$ cat src/rtl/cr_event_counter_bank.sv
// cr_event_counter_bank
//   Multi-channel wide event-counter bank behind a simple register strobe bus.
//   Each channel has its own event strobe and increment. Counters either wrap
//   or saturate, and each channel has a sticky overflow flag. A freeze control
//   stops counting. A snapshot copies every channel at once, so software can
//   read the multi-word values coherently.
//
//   Global register (GLBL_ADDRESS):
//     write: [0] sat, [1] freeze, [2] snapshot pulse, [3] clear_all pulse
//     read : [0] sat, [1] freeze, [3:2] 0, [31:4] ovf_sticky (padded/truncated)
//   Channel registers: BASE_ADDRESS + i*ALIGNMENT + w return 32-bit word w
//   of snap[i]. These registers are read-only.
//
//   Optional macro CR_EVENT_CTR_CLR_ON_RD_EN: when it is defined, a read of the
//   last word of channel i clears live[i] and ovf_sticky[i].
//
// Ports:
//   clk, rst      clock; asynchronous active-high reset
//   reg_addr      register word address
//   wr_stb        one-cycle write strobe; wr_data is the write payload
//   rd_stb        one-cycle read strobe
//   count_stb     per-channel event strobe
//   count_by      per-channel increment, N_COUNT_BY_BITS per channel
//   rd_data       registered read data, held until the next rd_stb
//   rd_hit        pulses with rd_data when the address is mapped
//   ovf_sticky    per-channel sticky overflow flags
module cr_event_counter_bank #(
  parameter int unsigned N_COUNTERS      = 4,
  parameter int unsigned N_COUNTER_BITS  = 50,
  parameter int unsigned N_COUNT_BY_BITS = 4,
  parameter int unsigned N_ADDR_BITS     = 12,
  parameter int unsigned BASE_ADDRESS    = 'h100,
  parameter int unsigned GLBL_ADDRESS    = 'h0FC,
  parameter int unsigned ALIGNMENT       = 2
) (
  input  logic                                  clk,
  input  logic                                  rst,
  input  logic [N_ADDR_BITS-1:0]                reg_addr,
  input  logic                                  wr_stb,
  input  logic                                  rd_stb,
  input  logic [31:0]                           wr_data,
  input  logic [N_COUNTERS-1:0]                 count_stb,
  input  logic [N_COUNTERS*N_COUNT_BY_BITS-1:0] count_by,
  output logic [31:0]                           rd_data,
  output logic                                  rd_hit,
  output logic [N_COUNTERS-1:0]                 ovf_sticky
);

  localparam int unsigned SUM_W = N_COUNTER_BITS + 1;
  localparam int unsigned EXT_W = ALIGNMENT * 32;

  logic [N_COUNTERS-1:0][N_COUNTER_BITS-1:0] live;
  logic [N_COUNTERS-1:0][N_COUNTER_BITS-1:0] live_nxt;
  logic [N_COUNTERS-1:0][N_COUNTER_BITS-1:0] snap;
  logic [N_COUNTERS-1:0]                     ovf_nxt;
  logic [N_COUNTERS-1:0]                     clr_rd;
  logic                                      sat;
  logic                                      freeze;
  logic                                      glbl_sel;
  logic                                      glbl_wr;
  logic                                      do_snap;
  logic                                      do_clear;
  logic [31:0]                               rd_word;
  logic                                      rd_mapped;
  logic [N_COUNTERS+27:0]                    ovf_pad;
  logic                                      unused_wr_bits;

  assign unused_wr_bits = ^wr_data[31:4];

  always_comb begin
    glbl_sel = (reg_addr == N_ADDR_BITS'(GLBL_ADDRESS));
    glbl_wr  = wr_stb && glbl_sel;
    do_snap  = glbl_wr && wr_data[2];
    do_clear = glbl_wr && wr_data[3];
  end

  always_comb begin
    clr_rd = '0;
`ifdef CR_EVENT_CTR_CLR_ON_RD_EN
    for (int unsigned i = 0; i < N_COUNTERS; i++) begin
      clr_rd[i] = rd_stb &&
                  (reg_addr == N_ADDR_BITS'(BASE_ADDRESS + i*ALIGNMENT + ALIGNMENT - 1));
    end
`endif
  end

  // Next counter values. A clear does not discard an event in the same cycle:
  // the cleared channel loads its increment instead of zero.
  always_comb begin
    logic [SUM_W-1:0] sum;
    logic             inc;
    live_nxt = live;
    ovf_nxt  = ovf_sticky;
    sum      = '0;
    inc      = 1'b0;
    for (int unsigned i = 0; i < N_COUNTERS; i++) begin
      inc = count_stb[i] && !freeze;
      sum = {1'b0, live[i]} + SUM_W'(count_by[i*N_COUNT_BY_BITS +: N_COUNT_BY_BITS]);
      if (do_clear || clr_rd[i]) begin
        live_nxt[i] = inc ? N_COUNTER_BITS'(count_by[i*N_COUNT_BY_BITS +: N_COUNT_BY_BITS])
                          : '0;
        ovf_nxt[i]  = 1'b0;
      end else if (inc) begin
        if (sum[SUM_W-1]) begin
          ovf_nxt[i] = 1'b1;
        end
        live_nxt[i] = (sum[SUM_W-1] && sat) ? '1 : sum[N_COUNTER_BITS-1:0];
      end
    end
  end

  assign ovf_pad = (N_COUNTERS + 28)'(ovf_sticky);

  always_comb begin
    logic [EXT_W-1:0] ext;
    rd_word   = '0;
    rd_mapped = 1'b0;
    ext       = '0;
    if (glbl_sel) begin
      rd_word   = {ovf_pad[27:0], 2'b00, freeze, sat};
      rd_mapped = 1'b1;
    end else begin
      for (int unsigned i = 0; i < N_COUNTERS; i++) begin
        for (int unsigned w = 0; w < ALIGNMENT; w++) begin
          if (reg_addr == N_ADDR_BITS'(BASE_ADDRESS + i*ALIGNMENT + w)) begin
            ext                     = '0;
            ext[N_COUNTER_BITS-1:0] = snap[i];
            rd_word                 = ext[32*w +: 32];
            rd_mapped               = 1'b1;
          end
        end
      end
    end
  end

  // Snapshot samples the current (pre-increment, pre-clear) live value.
  // A read and a write to the global register in the same cycle return
  // the value from before the write.
  always_ff @(posedge clk or posedge rst) begin
    if (rst) begin
      live       <= '0;
      snap       <= '0;
      ovf_sticky <= '0;
      sat        <= 1'b0;
      freeze     <= 1'b0;
      rd_data    <= '0;
      rd_hit     <= 1'b0;
    end else begin
      live       <= live_nxt;
      ovf_sticky <= ovf_nxt;
      if (do_snap) begin
        snap <= live;
      end
      if (glbl_wr) begin
        sat    <= wr_data[0];
        freeze <= wr_data[1];
      end
      if (rd_stb) begin
        rd_data <= rd_word;
      end
      rd_hit <= rd_stb && rd_mapped;
    end
  end

endmodule
$ cat config.mk
export PLATFORM = sky130hd
export DESIGN_NAME = cr_event_counter_bank
export DESIGN_NICKNAME = d
export VERILOG_FILES = /design/src/rtl/cr_event_counter_bank.sv
export SDC_FILE = /design/constraint.sdc
export NUM_CORES = 1
export LEC_CHECK = 0
export BUFFER_PORTS_ARGS = -buffer_cell sky130_fd_sc_hd__buf_2
export CAP_MARGIN = 20
export CORE_MARGIN = 2
export CORE_UTILIZATION = 60
export CTS_CLUSTER_DIAMETER = 200
export DETAILED_ROUTE_END_ITERATION = 10
export GPL_TIMING_DRIVEN = 0
export PLACE_DENSITY = 0.84
export SLEW_MARGIN = 10
export SYNTH_ARGS = -nofsm -noshare
export SYNTH_HDL_FRONTEND = slang
export SYNTH_SLANG_ARGS = --single-unit
$ cat constraint.sdc
create_clock -name clk -period 44.2 [get_ports clk]
set_input_delay 13.26 -clock clk [delete_from_list [all_inputs] [get_ports clk]]
set_output_delay 13.26 -clock clk [all_outputs]
set_load 0.005 [all_outputs]
# After elaboration in Yosys (flattened, before gate mapping)

Index checks and enable logic that the tools add are counted.
Widths: inputs -> output; s select.

Register bits: 439
Bits of input ports: 68
Output and inout bits: 37

Add/subtract/negate cells: 4
Equality and inequality tests: 9
Mux-type cells: 46
Reductions and logical operators: 25

Operators by type and width:

| cell                | number |
|---|---|
| $mux 50             | 12 |
| $mux 32             | 9 |
| $add 50x4->51       | 4 |
| $eq 12x9->1 const B | 8 |
| $mux 1              | 21 |
| $mux 4              | 4 |
| $reduce_bool 2->1   | 8 |
| $eq 12x8->1 const B | 1 |
| $logic_and 1x1->1   | 12 |
| $reduce_and 2->1    | 4 |
| $logic_not 1->1     | 1 |

# Logic depth before layout (Yosys ltp)

Gate-level depths: netlist (run 1).

Word-level depth: 11
Depth in mapped cells: 9
Mapped depth without buffers: 8

# Least setup slack after synthesis (run 1)

No wires, ideal clock.

Path type: input to register
Start point: input port count_by[8]
End point: register live[111] (netlist bit)
Arrival: 15117 ps
Data required time: 44065 ps
Setup slack: 28947 ps
Stages on the path: 9
Path buffers: 1
Path through: ha_1 > fa_1 > a21o_1 > a21oi_1 > nor3_1 > nand3_1 > clkbuf_1 > nand4_1 > nor3b_1

Word-level cells in the longest chain between the ends: 5

RTL lines:

| element              | line | text |
|---|---|---|
| start, declared      | 43   | `input logic [N_COUNTERS*N_COUNT_BY_BITS-1:0] count_by,` |
| $add 50x4->51 *      | 98   | `sum = {1'b0, live[i]} + SUM_W'(count_by[i*N_COUNT_BY_BITS +: N_COUNT_BY_BITS]);` |
| $logic_and 1x1->1    | 107  | `live_nxt[i] = (sum[SUM_W-1] && sat) ? '1 : sum[N_COUNTER_BITS-1:0];` |
| $mux 50 *            | 107  |  |
| $mux 50 *            | 103  | `end else if (inc) begin` |
| $mux 50 *            | 99   | `if (do_clear \|\| clr_rd[i]) begin` |
| end signal, assigned | 149  | `live <= live_nxt;` |
| end, declared        | 52   | `logic [N_COUNTERS-1:0][N_COUNTER_BITS-1:0] live;` |

Every way passes the cells marked *; elsewhere a longest branch is shown, timed or not. The select of a mux whose other input is x is not followed.
A chain may end at the register's enable or synchronous reset.

# Worst setup path in the final report (run 1)

Start point: input port reg_addr[0]
End point: register live[53] (netlist bit)

Word-level cells in the longest chain between the ends: 4
Elaborated cells between the ends (all ways): 5

RTL lines:

| element                                             | line | text |
|---|---|---|
| start, declared                                     | 38   | `input logic [N_ADDR_BITS-1:0] reg_addr,` |
| $eq 12x8->1 *                                       | 71   | `glbl_sel = (reg_addr == N_ADDR_BITS'(GLBL_ADDRESS));` |
| $logic_and 1x1->1 *                                 | 72   | `glbl_wr = wr_stb && glbl_sel;` |
| $logic_and 1x1->1 *                                 | 74   | `do_clear = glbl_wr && wr_data[3];` |
| $mux 50 / $reduce_bool 2->1 (equally long branches) | --   |  |

Every way passes the cells marked *; elsewhere a longest branch is shown, timed or not.

==> results.tsv, run 1 <==
stage	metric	value	unit
floorplan	start_util	60.6	%
cells_and_area	final-instance-count-excl-fill	2768	
yosys	synth_seq_area_share	49.9	%
sta	tightest_slew	1.17	ns
yosys	ys_ff_latch	439	
yosys	synth_top_area_share	49.9	%
sta	slew_headroom	22.0	%
clocking	cts.repair.resized	0	
routing	avgRoutedWirePerCell	26.9	um
clocking	clockRootBuffer	clkbuf_16	
sta	fin_crit_sh	36.5	%
global_route	grt_max_degree	119	
sta	setup_viol	0	
clocking	post_cts_buffers	0	
routing	route.vias.total	19644	
floorplan	core	36300	um2
sta	timing.fmax	61.9	MHz
yosys	syn_avg_cell_area	10.3	um2
cells_and_area	syn_to_final_growth	11.7	%
clocking	cts.sinks	439	
clocking	clk_pin_slew	0.06	ns
global_route	grt_pass1_vias	18869	
clocking	clk_latency	0.59	ns
yosys	netlist_instances	2138	
worst_setup_path	endpoint_kind	flop	
clocking	cts_tree	built	
yosys	synth_edf_count	0	
sta	min_period	16.14	ns
sta	clock_skew	0.0195	ns
sta	hold_viol	0	
yosys	yosysWarnings	0	
yosys	syn_area	22000	um2
clocking	cts_buffers	45	
yosys	synth_common_cells	dfrtp_1 (439), mux2_2 (184), nor2_1 (142)	
sta	tns	0	ns
routing	first_iter_violations	2666	
routing	remaining_drc_errors	0	
hold_path	hp-class	flop to flop	
yosys	synth.most_common_cell	dfrtp_1	
floorplan	dieArea	38300	um2
global_route	grt_usage	38.9	%
floorplan	die_h	196	um
worst_setup_path	rrSetupSlack	40.95	ns
clocking	h-tree-depth	2	
cells_and_area	layout-drive-gt1-share	16.7	%
worst_setup_path	cp.arrival	16.60	ns
yosys	async_flop_share	100	%
sta	rsz0062_at_grt	false	
global_route	grt_pass1_wl	112000	um
yosys	synth_flop_cell	dfrtp_1	
floorplan	io_pins	105	
global_route	grt_antenna_before_repair	3	
power_and_ir_drop	power_leakage	10.7	nW
global_route	overflow	0	
power_and_ir_drop	irDropWorstVdd	0.0315	mV
sta	final_max_slew_viol_count	0	
placed_design	hpwl	53500	um
floorplan	core.rowCount	70	
routing	routed_wl	74400	um
power_and_ir_drop	powerDensity	38.7	nW/um2
yosys	synth.lib_cells_used.distinct	76	
clocking	ctsHoldBuffers	0	
worst_setup_path	path_class	input pin to flop	
yosys	synth.net_count	2226	
yosys	synth_area_leaders	dfrtp_1 (50%), mux2_2 (9.4%), o21ai_0 (3.2%)	
cells_and_area	nets	2352	
power_and_ir_drop	power.total	952	uW
placed_design	dp_cells	2684	
job	max_cap_violations	0	
cells_and_area	final_core_util	67.7	%
floorplan	die_w	196	um
placed_design	portBuffers	74	
clocking	clk_path_buf_depth	3	
placed_design	gp_congestion	1.07	
yosys	synth_top_area_cell	dfrtp_1	
routing	ant_nets	0	
routing	drtPass1Iterations	7	
worst_setup_path	crit_path_max_fanout	10	
worst_setup_path	cp.required	44.65	ns
routing	vias_per_cell	7.10	
worst_setup_path	cp-start-kind	input pin	
outcome	outcome	complete, no violations	
## placed cells by master, fill, tap and decap left out, types with 17 or more instances in the layout
cell       synthesis  layout
dfrtp_1          439     439
mux2_2           184     184
nor2_1           142     142
o21ai_0          141     141
nand2_1          122     122
clkbuf_1         103     118
a21oi_1          103     103
buf_2             18      92
nor3_1            92      92
nand3_1           77      77
nand4_1           74      74
a31oi_1           58      58
a311oi_1          48      48
clkbuf_16          0      47
inv_1             46      45
and3_1            44      44
a211oi_1          30      30
o22ai_1           30      30
nor2b_1           27      27
and4_1            25      25
nor4_1            23      23
nand2b_1          18      18
xor2_1            18      18
o221ai_1          17      17
## sequential cells by signal, summed over array words and instances, names as in the netlist
register and flops:
sat 1, live 200, rd_hit 1, freeze 1
ovf_sticky 4, snap 200, rd_data 32
## per-stage QoR
step	cell area (um2)	setup WS [ns]	hold WS, ns
floorplan	22000	18.71	0.441
finish	24600	28.06	0.481
detailed placement	23100	27.61	0.468
global route	24600	28.14	0.515
global placement	23000	14.38	0.459
CTS	24600	28.22	0.481
## area by class of cell
cell class | instances | area (um2)
antenna | 3 | 7.51
timing repair buffer | 79 | 479
clock inverter | 8 | 121
multi-input combinational | 1523 | 10400
tap | 468 | 586
buffer | 130 | 523
sequential | 439 | 11000
fill | 2762 | 11700
inverter | 46 | 180
clock buffer | 72 | 1370
## kinds of logic (layout without fill, tap and decap cells)
group | count (synthesis) | count (layout) | synth area share [%]
XOR/XNOR | 33 | 33 | 1.31
multiplexers | 207 | 207 | 10.8
other | 0 | 3 | 0
AO/OA/AOI/OAI | 553 | 553 | 16.6
AND/OR/NAND/NOR | 710 | 710 | 16.9
adder cells (fa/ha/maj) | 20 | 20 | 1.27
buffers and inverters | 176 | 335 | 3.16
flip-flops | 439 | 439 | 49.9
## report_power, final
| group | internal, mW | total [mW] | leakage [nW] | switching, mW |
|---|---|---|---|---|
| combinational | 0.0429 | 0.119 | 3.92 | 0.0756 |
| clock | 0.229 | 0.389 | 0.728 | 0.160 |
| sequential | 0.419 | 0.444 | 6.01 | 0.0253 |
## layer usage
metal	share of wire (%)	routed length (um)	vias to the layer above	GRT usage [%]
met1	38	28100	9696	51.3
li1	-	-	8359	-
met3	10	7760	269	8.51
met2	45	33200	1316	59.0
met5	0.11	79	-	1.15
met4	7.0	5180	4	24.4
## worst max-delay path, stage by stage
cell      delay (ns)
buf_2           0.19
or2_2           0.38
nor4_2          0.54
nand3_1         0.79
clkbuf_1        0.51
clkbuf_1        0.56
o221ai_1        0.27
nand2_1         0.08
## worst paths after layout
kind                             end  depth (start not counted)   startpoint
min in group asynchronous  live[146]                          2          rst
max                         live[53]                          8  reg_addr[0]
max in group asynchronous   live[62]                          4          rst
max reg2reg                live[121]                          8       freeze
min                        snap[167]                          2    snap[167]
min reg2reg                snap[167]                          2    snap[167]
Note: power is estimated with default switching activity, not from simulation.
==> run 2, diff against run 1 <==
--- a/config.mk
+++ b/config.mk
@@ -8,11 +8,11 @@
 export BUFFER_PORTS_ARGS = -buffer_cell sky130_fd_sc_hd__buf_2
 export CAP_MARGIN = 20
 export CORE_MARGIN = 2
-export CORE_UTILIZATION = 60
+export CORE_UTILIZATION = 56
 export CTS_CLUSTER_DIAMETER = 200
 export DETAILED_ROUTE_END_ITERATION = 10
 export GPL_TIMING_DRIVEN = 0
-export PLACE_DENSITY = 0.84
+export PLACE_DENSITY = 0.83
 export SLEW_MARGIN = 10
 export SYNTH_ARGS = -nofsm -noshare
 export SYNTH_HDL_FRONTEND = slang
==> constraint.sdc (replaced) <==
create_clock -name clk -period 14.3 [get_ports clk]
set_input_delay 4.29 -clock clk [delete_from_list [all_inputs] [get_ports clk]]
set_output_delay 4.29 -clock clk [all_outputs]
set_load 0.005 [all_outputs]
==> results.tsv, run 2 (synthesis gave the netlist of run 1 again) <==
stage	metric	value	unit	change
routing	remaining_drc_errors	0		unchanged
routing	routed_wl	75500	um	+1.6%
sta	timing.fmax	140	MHz	
cells_and_area	syn_to_final_growth	13.0	%	
floorplan	start_util	56.9	%	-3.7 points
floorplan	die_w	202	um	+3.4%
cells_and_area	final_core_util	64.3	%	-3.4 points
power_and_ir_drop	powerDensity	120	nW/um2	+210%
clocking	cts_buffers	47		+4.4%
clocking	post_cts_buffers	0		unchanged
routing	ant_nets	0		unchanged
cells_and_area	nets	2363		+0.47%
cells_and_area	mostFrequentLayoutCell	dfrtp_1		
clocking	cts.sinks	439		unchanged
floorplan	io_pins	105		unchanged
routing	avgRoutedWirePerCell	26.7	um	-0.55%
power_and_ir_drop	power_leakage	10.8	nW	+1.0%
worst_setup_path	cp-start-kind	input pin		
worst_setup_path	cp.arrival	7.63	ns	-8.97 ns
clocking	clk_pin_slew	0.06	ns	about the same
clocking	clk_latency	0.58	ns	about the same
routing	vias_per_cell	6.94		-2.3%
cells_and_area	final_cell_mix	dfrtp_1 (439), mux2_2 (184), nor2_1 (142)		
global_route	grt_pass1_vias	18926		+0.30%
sta	final_max_slew_viol_count	0		unchanged
sta	hold_viol	0		unchanged
routing	drtPass1Iterations	8		+1
global_route	grt_antenna_before_repair	1		-2
routing	first_iter_violations	2496		-6.4%
sta	timing.hold.ws	0.485	ns	+0.00381 ns
job	max_cap_violations	0		unchanged
global_route	grt_max_degree	41		-66%
floorplan	core.rowCount	72		+2.9%
sta	tightest_slew	1.21	ns	+0.0408 ns
worst_setup_path	critical_path.slowest_cell	nand3_1		
worst_setup_path	path_cells	buf_2 > or2_2 > nor4_2 > nand3_1 > clkbuf_1 > buf_8 > clkbuf_1 > o211ai_1 > nand2_1		
sta	tns	0	ns	unchanged
clocking	h-tree-depth	2		unchanged
global_route	grt_pass1_wl	115000	um	+2.6%
worst_setup_path	path_class	input pin to flop		
placed_design	dp_worst_setup_slack	6.65	ns	-20.95 ns
worst_setup_path	cpMostUsedCell	clkbuf_1		
sta	setup_viol	0		unchanged
clocking	cts_tree	built		
worst_setup_path	cp.required	14.76	ns	-29.89 ns
clocking	clk_path_buf_depth	3		unchanged
sta	fin_crit_sh	50.1	%	
hold_path	hp-class	flop to flop		
sta	clock_skew	0.0101	ns	-0.00944 ns
power_and_ir_drop	irDropWorstVdd	0.139	mV	+340%
floorplan	die_h	202	um	+3.4%
global_route	grt_usage	37.3	%	-1.7 points
worst_setup_path	critical_path.top_delay_family	simple AND/OR/NAND/NOR gates		
sta	min_period	7.17	ns	
placed_design	portBuffers	74		unchanged
cells_and_area	reg_top3	live (200), snap (200), rd_data (32)		
floorplan	core	38700	um2	+6.6%
clocking	clockRootBuffer	clkbuf_16		
worst_setup_path	crit_path_max_fanout	10		unchanged
outcome	outcome	complete, no violations		
clocking	ctsHoldBuffers	0		unchanged
floorplan	dieArea	41000	um2	+7.0%
routing	route.vias.total	19613		-0.16%
clocking	cts.repair.resized	0		unchanged
sta	rsz0062_at_grt	false		
sta	setup_ws	7.13	ns	-20.92 ns
placed_design	hpwl	56300	um	+5.3%
sta	slew_headroom	19.3	%	-2.7 points
worst_setup_path	slowest_delay	0.77	ns	-0.02 ns
worst_setup_path	rrSetupSlack	11.02	ns	-29.93 ns
worst_setup_path	crit_buf_inv	4		+1
worst_setup_path	endpoint_kind	flop		
placed_design	gp_congestion	1.01		-5.6%
global_route	overflow	0		unchanged
cells_and_area	layout-drive-gt1-share	17.4	%	+0.66 points
## run 2: cell count changes in the layout (fill, tap and decap cells not counted)
cell	change
buf_8	+1
clkbuf_16	+2
inv_8	-1
clkinv_2	+4
diode_2	-1
clkinvlp_4	+3
clkbuf_8	-1
buf_12	+12
buf_6	-1
bufinv_16	+1
clkbuf_1	-6
buf_16	-3
## run 2: per-stage QoR
step	std cells	area, um2	total power [mW]
CTS	2826	24900	3.00
finish	2828	24900	3.00
global route	2826	24900	3.10
global placement	2730	23100	1.73
detailed placement	2744	23300	1.75
floorplan	2138	22000	1.62
## run 2: layer usage
| metal | wire (um) | GRT usage [%] | share of wire, % |
|---|---|---|---|
| met1 | 29800 | 50.3 | 39 |
| met2 | 33500 | 56.2 | 44 |
| met3 | 7010 | 6.93 | 9.3 |
| met4 | 5210 | 22.8 | 6.9 |
| met5 | 13 | 0 | 0.017 |
## run 2: where the power goes
group	switching, mW	internal [mW]
Sequential	0.0760	1.30
Clock	0.512	0.743
Combinational	0.236	0.136
Total	0.824	2.17
## run 2: area by class of cell
| class | count | area, um2 |
|---|---|---|
| clock inverters | 15 | 186 |
| flip-flops and latches | 439 | 11000 |
| inverters | 46 | 176 |
| clock buffers | 67 | 1380 |
| fillers | 3044 | 13800 |
| multi-input cells | 1523 | 10400 |
| well taps | 518 | 648 |
| plain buffers | 130 | 523 |
| repair buffers | 88 | 641 |
| diodes | 2 | 5.00 |
## run 2: tightest hold or removal path: cells and delay by family, from the launching register on
kind | cells | cell delay (ns)
flops | 1 | 0.34
compound gates | 1 | 0.06
simple gates | 1 | 0.04
## run 2: path summary, 6_finish.rpt
| path | start | end | depth (start not counted) |
|---|---|---|---|
| min in group asynchronous | rst | live[137] | 2 |
| worst min-delay path | snap[166] | snap[166] | 2 |
| worst max register to register | sat | live[19] | 7 |
| worst max-delay path | reg_addr[0] | live[31] | 9 |
| worst min register to register | snap[166] | snap[166] | 2 |
| max in group asynchronous | rst | snap[86] | 7 |
